[config.mk]
export PLATFORM = sky130hd
export DESIGN_NAME = serial_magnitude_comparator
export DESIGN_NICKNAME = d
export VERILOG_FILES = /design/src/rtl/serial_magnitude_comparator.sv
export SDC_FILE = /design/constraint.sdc
export NUM_CORES = 1
export LEC_CHECK = 0
export ABC_AREA = 1
export CAP_MARGIN = 20
export CORE_ASPECT_RATIO = 0.7
export CORE_UTILIZATION = 52
export CTS_CLUSTER_DIAMETER = 150
export DETAILED_ROUTE_END_ITERATION = 8
export GPL_ROUTABILITY_DRIVEN = 0
export PLACE_DENSITY = 0.78
export SLEW_MARGIN = 40
export SYNTH_ARGS = -nofsm -noshare
export SYNTH_HDL_FRONTEND = slang
export SYNTH_SLANG_ARGS = --single-unit
[constraint.sdc]
create_clock -name clk -period 4.9 [get_ports clk]
set_input_delay 0.49 -clock clk [delete_from_list [all_inputs] [get_ports clk]]
set_output_delay 0.49 -clock clk [all_outputs]
set_load 0.01 [all_outputs]
[src/rtl/serial_magnitude_comparator.sv]
// Digit-serial magnitude comparator: compares x and y DIGIT bits per cycle,
// MSB digit first, stopping at the first differing digit.
module serial_magnitude_comparator #(
  parameter int WIDTH = 8,
  parameter int DIGIT = 2
) (
  input  logic             clk,
  input  logic             rst,
  input  logic             start,
  input  logic             signed_mode,
  input  logic [WIDTH-1:0] x,
  input  logic [WIDTH-1:0] y,
  output logic             busy,
  output logic             done,
  output logic             o_gt,
  output logic             o_eq,
  output logic             o_lt
);

  localparam int NDIG = WIDTH / DIGIT;
  localparam int IW   = (NDIG > 1) ? $clog2(NDIG) : 1;
  localparam logic [IW-1:0] TOP_IDX = IW'(NDIG - 1);

  typedef enum logic [1:0] {
    IDLE,
    COMPARE,
    DONE
  } state_t;

  state_t           state;
  state_t           state_next;
  logic [WIDTH-1:0] xr;
  logic [WIDTH-1:0] yr;
  logic [IW-1:0]    idx;
  logic [WIDTH-1:0] msb_mask;
  logic [DIGIT-1:0] dx;
  logic [DIGIT-1:0] dy;
  logic             accept;
  logic             idx_last;

  always_ff @(posedge clk or posedge rst) begin
    if (rst) begin
      state <= IDLE;
    end else begin
      state <= state_next;
    end
  end

  always_comb begin
    state_next = state;
    accept     = 1'b0;
    msb_mask   = '0;
    // Flipping both sign bits maps two's-complement order onto unsigned order.
    msb_mask[WIDTH-1] = signed_mode;
    dx         = DIGIT'(xr >> (DIGIT * int'(idx)));
    dy         = DIGIT'(yr >> (DIGIT * int'(idx)));
    idx_last   = (idx == '0);
    case (state)
      IDLE: begin
        if (start) begin
          accept     = 1'b1;
          state_next = COMPARE;
        end
      end
      COMPARE: begin
        if ((dx != dy) || idx_last) begin
          state_next = DONE;
        end
      end
      DONE: begin
        if (start) begin
          accept     = 1'b1;
          state_next = COMPARE;
        end else begin
          state_next = IDLE;
        end
      end
      default: state_next = IDLE;
    endcase
    busy = (state == COMPARE);
    done = (state == DONE);
  end

  always_ff @(posedge clk or posedge rst) begin
    if (rst) begin
      xr   <= '0;
      yr   <= '0;
      idx  <= '0;
      o_gt <= 1'b0;
      o_eq <= 1'b0;
      o_lt <= 1'b0;
    end else if (accept) begin
      xr   <= x ^ msb_mask;
      yr   <= y ^ msb_mask;
      idx  <= TOP_IDX;
      o_gt <= 1'b0;
      o_eq <= 1'b0;
      o_lt <= 1'b0;
    end else if (state == COMPARE) begin
      if (dx > dy) begin
        o_gt <= 1'b1;
      end else if (dx < dy) begin
        o_lt <= 1'b1;
      end else if (idx_last) begin
        o_eq <= 1'b1;
      end else begin
        idx <= idx - IW'(1);
      end
    end
  end

endmodule

=== Word level (Yosys, flattened, before mapping) ===
Cells that the tools add are included.

* Register bits: 23
* Logic and storage cells: 58

* Add/sub/neg operators: 1
* Magnitude comparators: 2
* Eq/ne operators: 8
* Shifts and indexed selects: 2
* Muxes and demuxes: 23
* Bitwise logic cells: 2
* Reductions and logical operators: 13

{| class="wikitable"
|+ Operator list
! operator !! number
|-
| >> shifter 8 x 3 -> 2 bit || 2
|-
| XOR 8 bit || 2
|-
| two-way mux 1 bit || 15
|-
| two-way mux 2 bit || 7
|-
| inequality test 2 bit, second input constant || 4
|-
| AND reduction 4 bit || 2
|-
| nonzero test 2 bit || 4
|-
| one-hot mux 2 bit (3 select lines) || 1
|-
| zero test 2 bit || 2
|-
| AND reduction 2 bit || 2
|-
| AND reduction 3 bit || 1
|-
| == test 2 x 1 -> 1 bit, second input constant || 1
|-
| == test 2 bit, second input constant || 1
|-
| greater-than comparator 2 bit || 1
|-
| < comparator 2 bit || 1
|-
| inequality test 2 x 1 -> 1 bit, second input constant || 1
|-
| inequality test 2 bit || 1
|-
| OR reduction 2 bit || 1
|-
| subtractor 2 x 1 -> 2 bit, second input constant || 1
|-
| logical OR 1 bit || 1
|}

=== Logic depth before layout (Yosys ltp) ===
Gate-level depths: netlist (run 1).

* Depth after elaboration: 6
* Depth in mapped cells: 12
* Gate-level depth less buffers: 12

=== Worst setup path after synthesis (run 1) ===
OpenSTA, ideal clock, no wires.

* Kind: reg-to-reg
* Start point: register idx[0]
* End point: register idx[1]
* Arrival: 1.466 ns
* Required time: 4.783 ns
* Slack: 3.318 ns
* Cell stages (with the launch flop): 12
* Buffers on the path: 1
* Cells stage by stage: dfrtp_1 buf_2 o21ai_0 o22ai_1 ha_1 nand2_1 nand2_1 nand2_1 nand2_1 nand2_1 nand2_1 nand2_1

* Longest elaborated chain between the ends: 6
* Elaborated cells on any way between the ends: 15

{| class="wikitable"
|+ Ends and longest elaborated chain
! element !! line !! source
|-
| start, declared || 34 || <nowiki>logic [IW-1:0] idx;</nowiki>
|-
| start signal, assigned || 107 || <nowiki>idx <= idx - IW'(1);</nowiki>
|-
| subtractor 2 x 1 -> 2 bit || 107 ||
|-
| two-way mux 2 bit || 104 || <nowiki>end else if (idx_last) begin</nowiki>
|-
| two-way mux 2 bit || 102 || <nowiki>end else if (dx < dy) begin</nowiki>
|-
| two-way mux 2 bit || 100 || <nowiki>if (dx > dy) begin</nowiki>
|-
| two-way mux 2 bit || 99 || <nowiki>end else if (state == COMPARE) begin</nowiki>
|-
| two-way mux 2 bit || 92 || <nowiki>end else if (accept) begin</nowiki>
|}

Parallel ways exist; a longest one is shown, timed or not. The select of a mux whose other input is x is not followed.
A chain may end at the register's enable or synchronous reset.

=== Worst setup path after layout (run 1) ===
* Start point: register state[0]
* End point: output busy

* Longest elaborated chain between the ends: 1

{| class="wikitable"
|+ Ends and longest elaborated chain
! element !! line !! source
|-
| start, declared || 30 || <nowiki>state_t state;</nowiki>
|-
| start signal, assigned || 45 || <nowiki>state <= state_next;</nowiki>
|-
| == test 2 x 1 -> 1 bit || 80 || <nowiki>busy = (state == COMPARE);</nowiki>
|-
| end, declared || 13 || <nowiki>output logic busy,</nowiki>
|}

No other way between the ends.

==> flow_summary.yaml, run 1 <==
power_and_ir_drop:
  p_int_uw: 484
  vdd_drop_max_mv: 0.275
  p_sw_share_pct: 44.1
  p_leak_uw: 0.000694
  combPwrFrac_pct: 50.2
  power.density_mw_per_mm2: 623
  power.share.clock_pct: 10.2
  seqPwrFrac_pct: 39.6
  p_sw_uw: 382
clock_tree:
  cts_hold_buf: 0
  clk_path_buf_depth: 2
  clk_latency_ns: 0.31
  clk_pin_slew_ns: 0.12
  cts_tree: "yes"
  clockRootBuffer: "clkbuf_4"
  numClockSinks: 23
  post_cts.repair.setup_buffers: 0
  h-tree-depth: 1
  cts_buffers: 3
  cts_resized: 0
worst_setup_path:
  startpoint_type: "flip-flop"
  crit_required_ns: 4.41
  path_class: "reg2out"
  arrival_ns: 1.46
  cp_max_fo: 5
  worstSetupEndpointType: "primary output"
  r2r_cells: 11
yosys:
  synth_nets: 161
  syn_inst: 138
  synth_area_mm2: 0.00113
  ys_types: 24
  yosysSeqAreaShare_pct: 50.9
  synth-seq-cells: 23
  yosys_warnings: 0
  synth_area_per_cell_um2: 8.20
sta:
  period_needed_ns: 1.95
  setup_violations: 0
  tightest_slew_ns: 0.487
  max_freq_mhz: 512
  tns_ns: 0
  rsz0062_at_grt: "no"
  hold_viol: 0
  final_max_slew_viol_count: 0
  finClkSkew_ns: 0.00171
  max_slew_margin_pct: 67.5
  whs_ns: 0.501
  min_period_over_period_pct: 39.9
status:
  violations: "DRC"
  status: "finished with violations"
placement:
  hpwl_um: 1690
  portBuffers: 24
  place_area_mm2: 0.00136
finish:
  antenna_cells: 0
  final_cell_mix: "nand2_1, clkdlybuf4s50_1, dfrtp_1"
  fin_nets: 186
  design_area_mm2: 0.00139
  drive_above_1_share_pct: 8.02
  fillers: 154
  syn_to_final_growth_pct: 22.9
  layout.cells.most_common: "nand2_1"
detailed_routing:
  vias_per_cell: 5.03
  wirelength_um: 2250
  vias: 925
  drt_pass1_iterations: 6
  drc: 2
  wl_per_cell_um: 12.3
  antenna_left: 0
  first_iter_violations: 27
grt:
  grt_use_total_pct: 21.7
  gr-total-overflow: 0
  grt_pass1_vias: 834
  antenna_found_initial: 0
  grt_max_degree: 24
  grt_pass1_wl_um: 3680
die:
  core_mm2: 0.00195
  die-width_um: 57.7
  die_height_um: 41.0
  start_util_pct: 57.9
  die_area_mm2: 0.00237
  num_io_pins: 25
  floorplan.rows: 13
worst_hold_path:
  hp-class: "in2async"
run:
  cap_violations: 0
==> synthesized netlist by cell type, drive strengths merged <==
cell type	instances	area [um2]
nand2	59	229
o22ai	2	12.5
a21oi	2	13.8
inv	11	43.8
nand3	2	10.0
dfrtp	23	576
xnor2	2	17.5
o22a	1	8.76
nor2	14	65.1
o21ai	12	63.8
ha	3	37.5
a31oi	2	12.5
buf	4	35.0
nand4	1	6.26
==> worst paths after layout <==
path	start	to	slack, ns
max in group asynchronous	rst	o_lt$_DFFE_PP0P_	4.07
min in group clk	xr[4]$_DFFE_PP0P_	xr[4]$_DFFE_PP0P_	0.50
hold / removal	rst	o_eq$_DFFE_PP0P_	0.50
setup reg to reg	idx[0]$_DFFE_PP0P_	idx[0]$_DFFE_PP0P_	3.01
hold reg to reg	xr[4]$_DFFE_PP0P_	xr[4]$_DFFE_PP0P_	0.50
setup / recovery	state[0]$_DFFE_PP0P_	busy	2.95
==> layout make-up <==
| type | instances | area, um2 | area share, % |
|---|---|---|---|
| clock buffer | 4 | 26.3 | 1.89 |
| inverter | 11 | 43.8 | 3.15 |
| multi-input combinational | 100 | 477 | 34.3 |
| sequential | 23 | 576 | 41.4 |
| tap | 22 | 27.5 | 1.98 |
| timing repair buffer | 24 | 240 | 17.3 |
==> metal layers <==
metal	part of all wire [%]	vias up	GRT usage, %
li1	-	479	-
met1	49	423	28.8
met2	46	23	37.5
met3	5.3	0	6.94
met4	0	0	1.79
met5	0	-	0
==> metrics by stage <==
stage | instances | total power, uW | setup WS (ns) | util [%]
floorplan | 138 | 663 | 3.32 | -
global placement | 180 | 760 | 3.16 | 69.9
detailed placement | 180 | 783 | 3.06 | 69.9
CTS | 184 | 870 | 2.93 | 71.2
global route | 184 | 957 | 2.79 | 71.2
finish | 184 | 866 | 2.95 | 71.2
==> flip-flops by register name, indices dropped and copies added (netlist names) <==
register	count
yr	8
state	2
o_eq	1
idx	2
o_gt	1
xr	8
o_lt	1
==> power by group through the flow <==
stage / Combinational, uW / Sequential (uW) / Clock (uW)
6_report: 435 / 343 / 88.0
5_1_grt: 507 / 354 / 96.1
2_1_floorplan: 342 / 321 / 0
3_3_place_gp: 417 / 343 / 0
4_1_cts: 439 / 342 / 89.3
3_5_place_dp: 438 / 345 / 0
==> worst max-delay path, cell delays in order, from the launching register on <==
cell,delay (ns)
dfrtp_1,0.40
inv_2,0.07
nor2_4,0.13
clkdlybuf4s50_1,0.55
==> logic make-up (layout without fill, tap and decap cells) <==
| group | after synthesis | after routing | synth area share (%) |
|---|---|---|---|
| fa+ha+maj | 3 | 3 | 3.32 |
| simple gates | 76 | 76 | 27.4 |
| buf+inv | 15 | 39 | 6.97 |
| compound gates | 19 | 19 | 9.84 |
| flops | 23 | 23 | 50.9 |
| xor+xnor | 2 | 2 | 1.55 |
(Power assumes the default switching activity.)
==> inputs of run 2 (changes only) <==
- CORE_UTILIZATION: 52 -> 49
- PLACE_DENSITY: 0.78 -> 0.74
- clock period: 4.9 -> 2 ns (I/O delays scaled with it)
==> flow_summary.yaml, run 2 (same netlist as run 1, synthesis figures left out) <==
status:
  status: "finished, final reports clean"
sta:
  rsz0062_at_grt: "no"
  period_needed_ns: 1.84
  setup_violations: 0
  max_slew_margin_pct: 80.6
  hold_viol: 0
  min_period_over_period_pct: 92.2
  tightest_slew_ns: 0.290
  final_max_slew_viol_count: 0
  tns_ns: 0
  finClkSkew_ns: 0.00471
  max_freq_mhz: 542
worst_setup_path:
  cp_top_family: "flip-flops"
  cp_max_fo: 12
  cp_cell_sequence: "inv_2 -> o21ai_0 -> o22ai_1 -> ha_1 -> nand2_1 -> inv_1 -> nand2_1 -> nand2_1 -> nand2_1 -> nand2_1 -> nand2_1"
  path_buf_inv: 2
  path_class: "reg2reg"
  crit_slowest_cell: "dfrtp_2"
  cp_common_cell: "nand2_1"
  worstSetupEndpointType: "flip-flop"
  critPathMaxStageDelay_ns: 0.50
  arrival_ns: 2.06
  startpoint_type: "flip-flop"
  crit_required_ns: 2.21
finish:
  final_core_util_pct: 65.0
  multi_input_area_um2: 477
  layout.cells.most_common: "nand2_1"
  final_cell_mix: "nand2_1, clkdlybuf4s50_1, dfrtp_1"
  syn_to_final_growth_pct: 24.8
  fillers: 223
  reg.largest.list: "xr (8), yr (8)"
  antenna_cells: 0
  fin_nets: 187
  drive_above_1_share_pct: 8.59
  regArea_um2: 577
grt:
  grt_use_total_pct: 20.5
  grt_pass1_wl_um: 3840
  antenna_found_initial: 0
  grt_max_degree: 24
  grt_pass1_vias: 865
  gr-total-overflow: 0
power_and_ir_drop:
  p_sw_share_pct: 44.2
  p_leak_uw: 0.000698
  p_sw_uw: 942
  combPwrFrac_pct: 50.4
  seqPwrFrac_pct: 39.8
  power.share.clock_pct: 9.8
  power.density_mw_per_mm2: 1510
  p_int_uw: 1190
  vdd_drop_max_mv: 0.577
clock_tree:
  cts_resized: 0
  clk_pin_slew_ns: 0.12
  clk_path_buf_depth: 2
  cts_hold_buf: 0
  clockRootBuffer: "clkbuf_4"
  clk_latency_ns: 0.30
  numClockSinks: 23
  h-tree-depth: 1
  post_cts.repair.setup_buffers: 0
  cts_buffers: 3
  cts_tree: "yes"
detailed_routing:
  antenna_left: 0
  drt_pass1_iterations: 4
  vias_per_cell: 4.98
  wl_per_cell_um: 11.7
  drc: 0
  wirelength_um: 2280
  vias: 971
  first_iter_violations: 48
placement:
  hpwl_um: 1700
  portBuffers: 24
die:
  die_height_um: 42.2
  die_area_mm2: 0.00251
  num_io_pins: 25
  core_mm2: 0.00217
  floorplan.rows: 14
  start_util_pct: 52.1
  die-width_um: 59.4
run:
  cap_violations: 0
worst_hold_path:
  hp-class: "in2async"
run 2: cell types whose count changed in the layout (fill, tap and decap cells not counted):
cell	before	now
buf_4	0	1
dfrtp_1	23	22
dfrtp_2	0	1
inv_1	7	8
inv_2	3	2
run 2: final cells by class:
| type | instances | area share (%) |
|---|---|---|
| repair buffers | 25 | 17.6 |
| multi-input cells | 100 | 33.8 |
| flip-flops and latches | 23 | 40.9 |
| inverters | 11 | 3.10 |
| clock buffers | 4 | 1.86 |
| well taps | 32 | 2.84 |
run 2: routing by layer:
metal | GRT usage, % | part of all wire (%) | up-vias | routed length, um
met5 | 0 | 0 | - | 0
li1 | - | - | 484 | -
met1 | 27.5 | 47 | 451 | 1070
met3 | 6.17 | 6.5 | 4 | 148
met4 | 5.71 | 1.1 | 0 | 25
met2 | 32.1 | 45 | 32 | 1040
run 2: final timing paths:
check                                endpoint  slack (ns)          startpoint  depth (start not counted)
min                         yr[5]$_DFFE_PP0P_        0.24                 rst                          3
max in group asynchronous  idx[0]$_DFFE_PP0P_        1.52                 rst                          3
min in group clk            yr[4]$_DFFE_PP0P_        0.41                y[4]                          3
max                        idx[0]$_DFFE_PP0P_        0.16  idx[0]$_DFFE_PP0P_                         11
min reg2reg                 xr[0]$_DFFE_PP0P_        0.50   xr[0]$_DFFE_PP0P_                          2
max reg2reg                idx[0]$_DFFE_PP0P_        0.16  idx[0]$_DFFE_PP0P_                         11
run 2: stage by stage:
step / instance area (um2) / cells / hold WS (ns) / total power [uW] / setup slack [ns]
3_5_place_dp: 1380 / 191 / 0.469 / 1910 / 0.118
2_1_floorplan: 1130 / 138 / 0.202 / 1620 / 0.418
4_1_cts: 1410 / 195 / 0.250 / 2130 / 0.0863
3_3_place_gp: 1380 / 191 / 0.472 / 1860 / 0.258
6_report: 1410 / 195 / 0.238 / 2130 / 0.157
5_1_grt: 1410 / 195 / 0.255 / 2360 / 0.0118
run 2: power groups by stage:
stage | clock network [uW] | logic, uW | registers (uW)
final | 209 | 1070 | 847
after global routing | 238 | 1250 | 872
after CTS | 218 | 1070 | 841
after detailed placement | 0 | 1070 | 848
after global placement | 0 | 1020 | 839
after floorplan | 0 | 839 | 786
run 2: worst register-to-register path: cells and delay by family, from the launching register on:
kind                       cells  cell delay (ns)
and+or+nand+nor                6             0.45
buffers and inverters          2             0.20
DFF                            1             0.50
adders and majority gates      1             0.31
AOI/OAI and AO/OA              2             0.30
==> inputs of run 3 (changes only) <==
- PLACE_DENSITY: 0.74 -> 0.8
==> flow_summary.yaml, run 3 (same netlist as run 1, synthesis figures left out) <==
worst_setup_path:
  arrival_ns: 2.02
  startpoint_type: "flip-flop"
  cp_max_fo: 12
  r2r_cells: 11
  cp_top_family: "flip-flops"
  cp_cell_sequence: "inv_2 -> nor2_1 -> o22a_1 -> ha_1 -> nand2_1 -> inv_1 -> nand2_1 -> nand2_1 -> nand2_1 -> nand2_1 -> nand2_1"
  path_class: "reg2reg"
  path_buf_inv: 2
  cp_common_cell: "nand2_1"
  worstSetupEndpointType: "flip-flop"
  worstReg2RegEnd: "idx[1]$_DFFE_PP0P_"
  rr_startpoint: "idx[0]$_DFFE_PP0P_"
  critPathMaxStageDelay_ns: 0.50
  crit_slowest_cell: "dfrtp_2"
  crit_required_ns: 2.21
  reg2reg_slack_ns: 0.19
clock_tree:
  numClockSinks: 23
  clockRootBuffer: "clkbuf_4"
  clk_pin_slew_ns: 0.12
  cts_tree: "yes"
  h-tree-depth: 1
  cts_buffers: 3
  clk_latency_ns: 0.31
  clk_path_buf_depth: 2
  post_cts.repair.setup_buffers: 0
sta:
  finClkSkew_ns: 0.00313
  tightest_slew_ns: 0.285
  period_needed_ns: 1.81
  hold_viol: 0
  max_slew_margin_pct: 81.0
  tns_ns: 0
  whs_ns: 0.214
  rsz0062_at_grt: "no"
  min_period_over_period_pct: 90.4
  setup_violations: 0
  max_freq_mhz: 553
  final_max_slew_viol_count: 0
die:
  start_util_pct: 52.1
  floorplan.rows: 14
  die_area_mm2: 0.00251
  core_mm2: 0.00217
  num_io_pins: 25
  die_height_um: 42.2
  die-width_um: 59.4
finish:
  layout.cells.most_common: "nand2_1"
  final_cell_mix: "nand2_1, clkdlybuf4s50_1, dfrtp_1"
  reg.largest.list: "xr (8), yr (8)"
  drive_above_1_share_pct: 8.59
  fillers: 213
  fin_nets: 187
  antenna_cells: 0
  syn_to_final_growth_pct: 24.8
grt:
  grt_use_total_pct: 20.5
  antenna_found_initial: 0
  grt_pass1_wl_um: 3710
  grt_pass1_vias: 866
  gr-total-overflow: 0
  grt_max_degree: 24
power_and_ir_drop:
  power.density_mw_per_mm2: 1500
  vdd_drop_max_mv: 0.643
  p_leak_uw: 0.000698
placement:
  portBuffers: 24
  hpwl_um: 1710
status:
  status: "finished, final reports clean"
detailed_routing:
  wirelength_um: 2260
  vias_per_cell: 4.75
  first_iter_violations: 38
  wl_per_cell_um: 11.6
  antenna_left: 0
  drc: 0
  vias: 926
  drt_pass1_iterations: 5
worst_hold_path:
  hp-class: "in2async"
run:
  cap_violations: 0
run 3: cell counts in the layout (fill, tap and decap cells not counted):
Identical to the previous run, type by type.
run 3: layout make-up:
type	count	area, um2	area share [%]
repair buffers	25	248	17.6
clock buffers	4	26.3	1.86
flip-flops and latches	23	577	40.9
multi-input cells	100	477	33.8
inverters	11	43.8	3.10
well taps	32	40.0	2.84
run 3: power by group:
part           switching [uW]  internal (uW)
logic                     639            436
registers                 163            675
clock network             133           77.9
run 3: worst max path at each step:
| stage | slack [ns] | depth (start not counted) | startpoint | to |
|---|---|---|---|---|
| 2_1_floorplan | 0.42 | 11 | idx[0]$_DFFE_PP0P_ | idx[1]$_DFFE_PP0P_ |
| 3_3_place_gp | 0.27 | 11 | idx[0]$_DFFE_PP0P_ | idx[0]$_DFFE_PP0P_ |
| 3_5_place_dp | 0.16 | 11 | idx[0]$_DFFE_PP0P_ | idx[1]$_DFFE_PP0P_ |
| 4_1_cts | 0.14 | 11 | idx[0]$_DFFE_PP0P_ | idx[1]$_DFFE_PP0P_ |
| 5_1_grt | 0.06 | 11 | idx[1]$_DFFE_PP0P_ | idx[0]$_DFFE_PP0P_ |
| 6_report | 0.19 | 11 | idx[0]$_DFFE_PP0P_ | idx[1]$_DFFE_PP0P_ |
run 3: through the flow:
| step | area, um2 | worst slack, ns | power (uW) | util, % | cells |
|---|---|---|---|---|---|
| finish | 1410 | 0.192 | 2120 | 65.0 | 195 |
| global route | 1410 | 0.0649 | 2320 | 65.0 | 195 |
| CTS | 1410 | 0.144 | 2130 | 64.9 | 195 |
| detailed placement | 1380 | 0.164 | 1920 | 63.7 | 191 |
| global placement | 1380 | 0.266 | 1860 | 63.7 | 191 |
| floorplan | 1130 | 0.418 | 1620 | - | 138 |
run 3: layer usage:
layer	GRT usage, %	vias up	share of wire, %
met5	0	-	0
met4	4.29	0	0.44
met3	6.48	2	4.1
met2	34.4	22	48
met1	25.7	422	47
li1	-	480	-
run 3: timing repair:
action	CTS	global route
hold buffers	0	0
resized for setup	0	1
setup endpoints to repair	0	2
run 3: worst register-to-register path, cell delays in order (launching register included):
cell     delay [ns]
dfrtp_2        0.50
inv_2          0.14
nor2_1         0.07
o22a_1         0.21
ha_1           0.29
nand2_1        0.08
inv_1          0.08
nand2_1        0.05
nand2_1        0.09
nand2_1        0.08
nand2_1        0.06
nand2_1        0.05
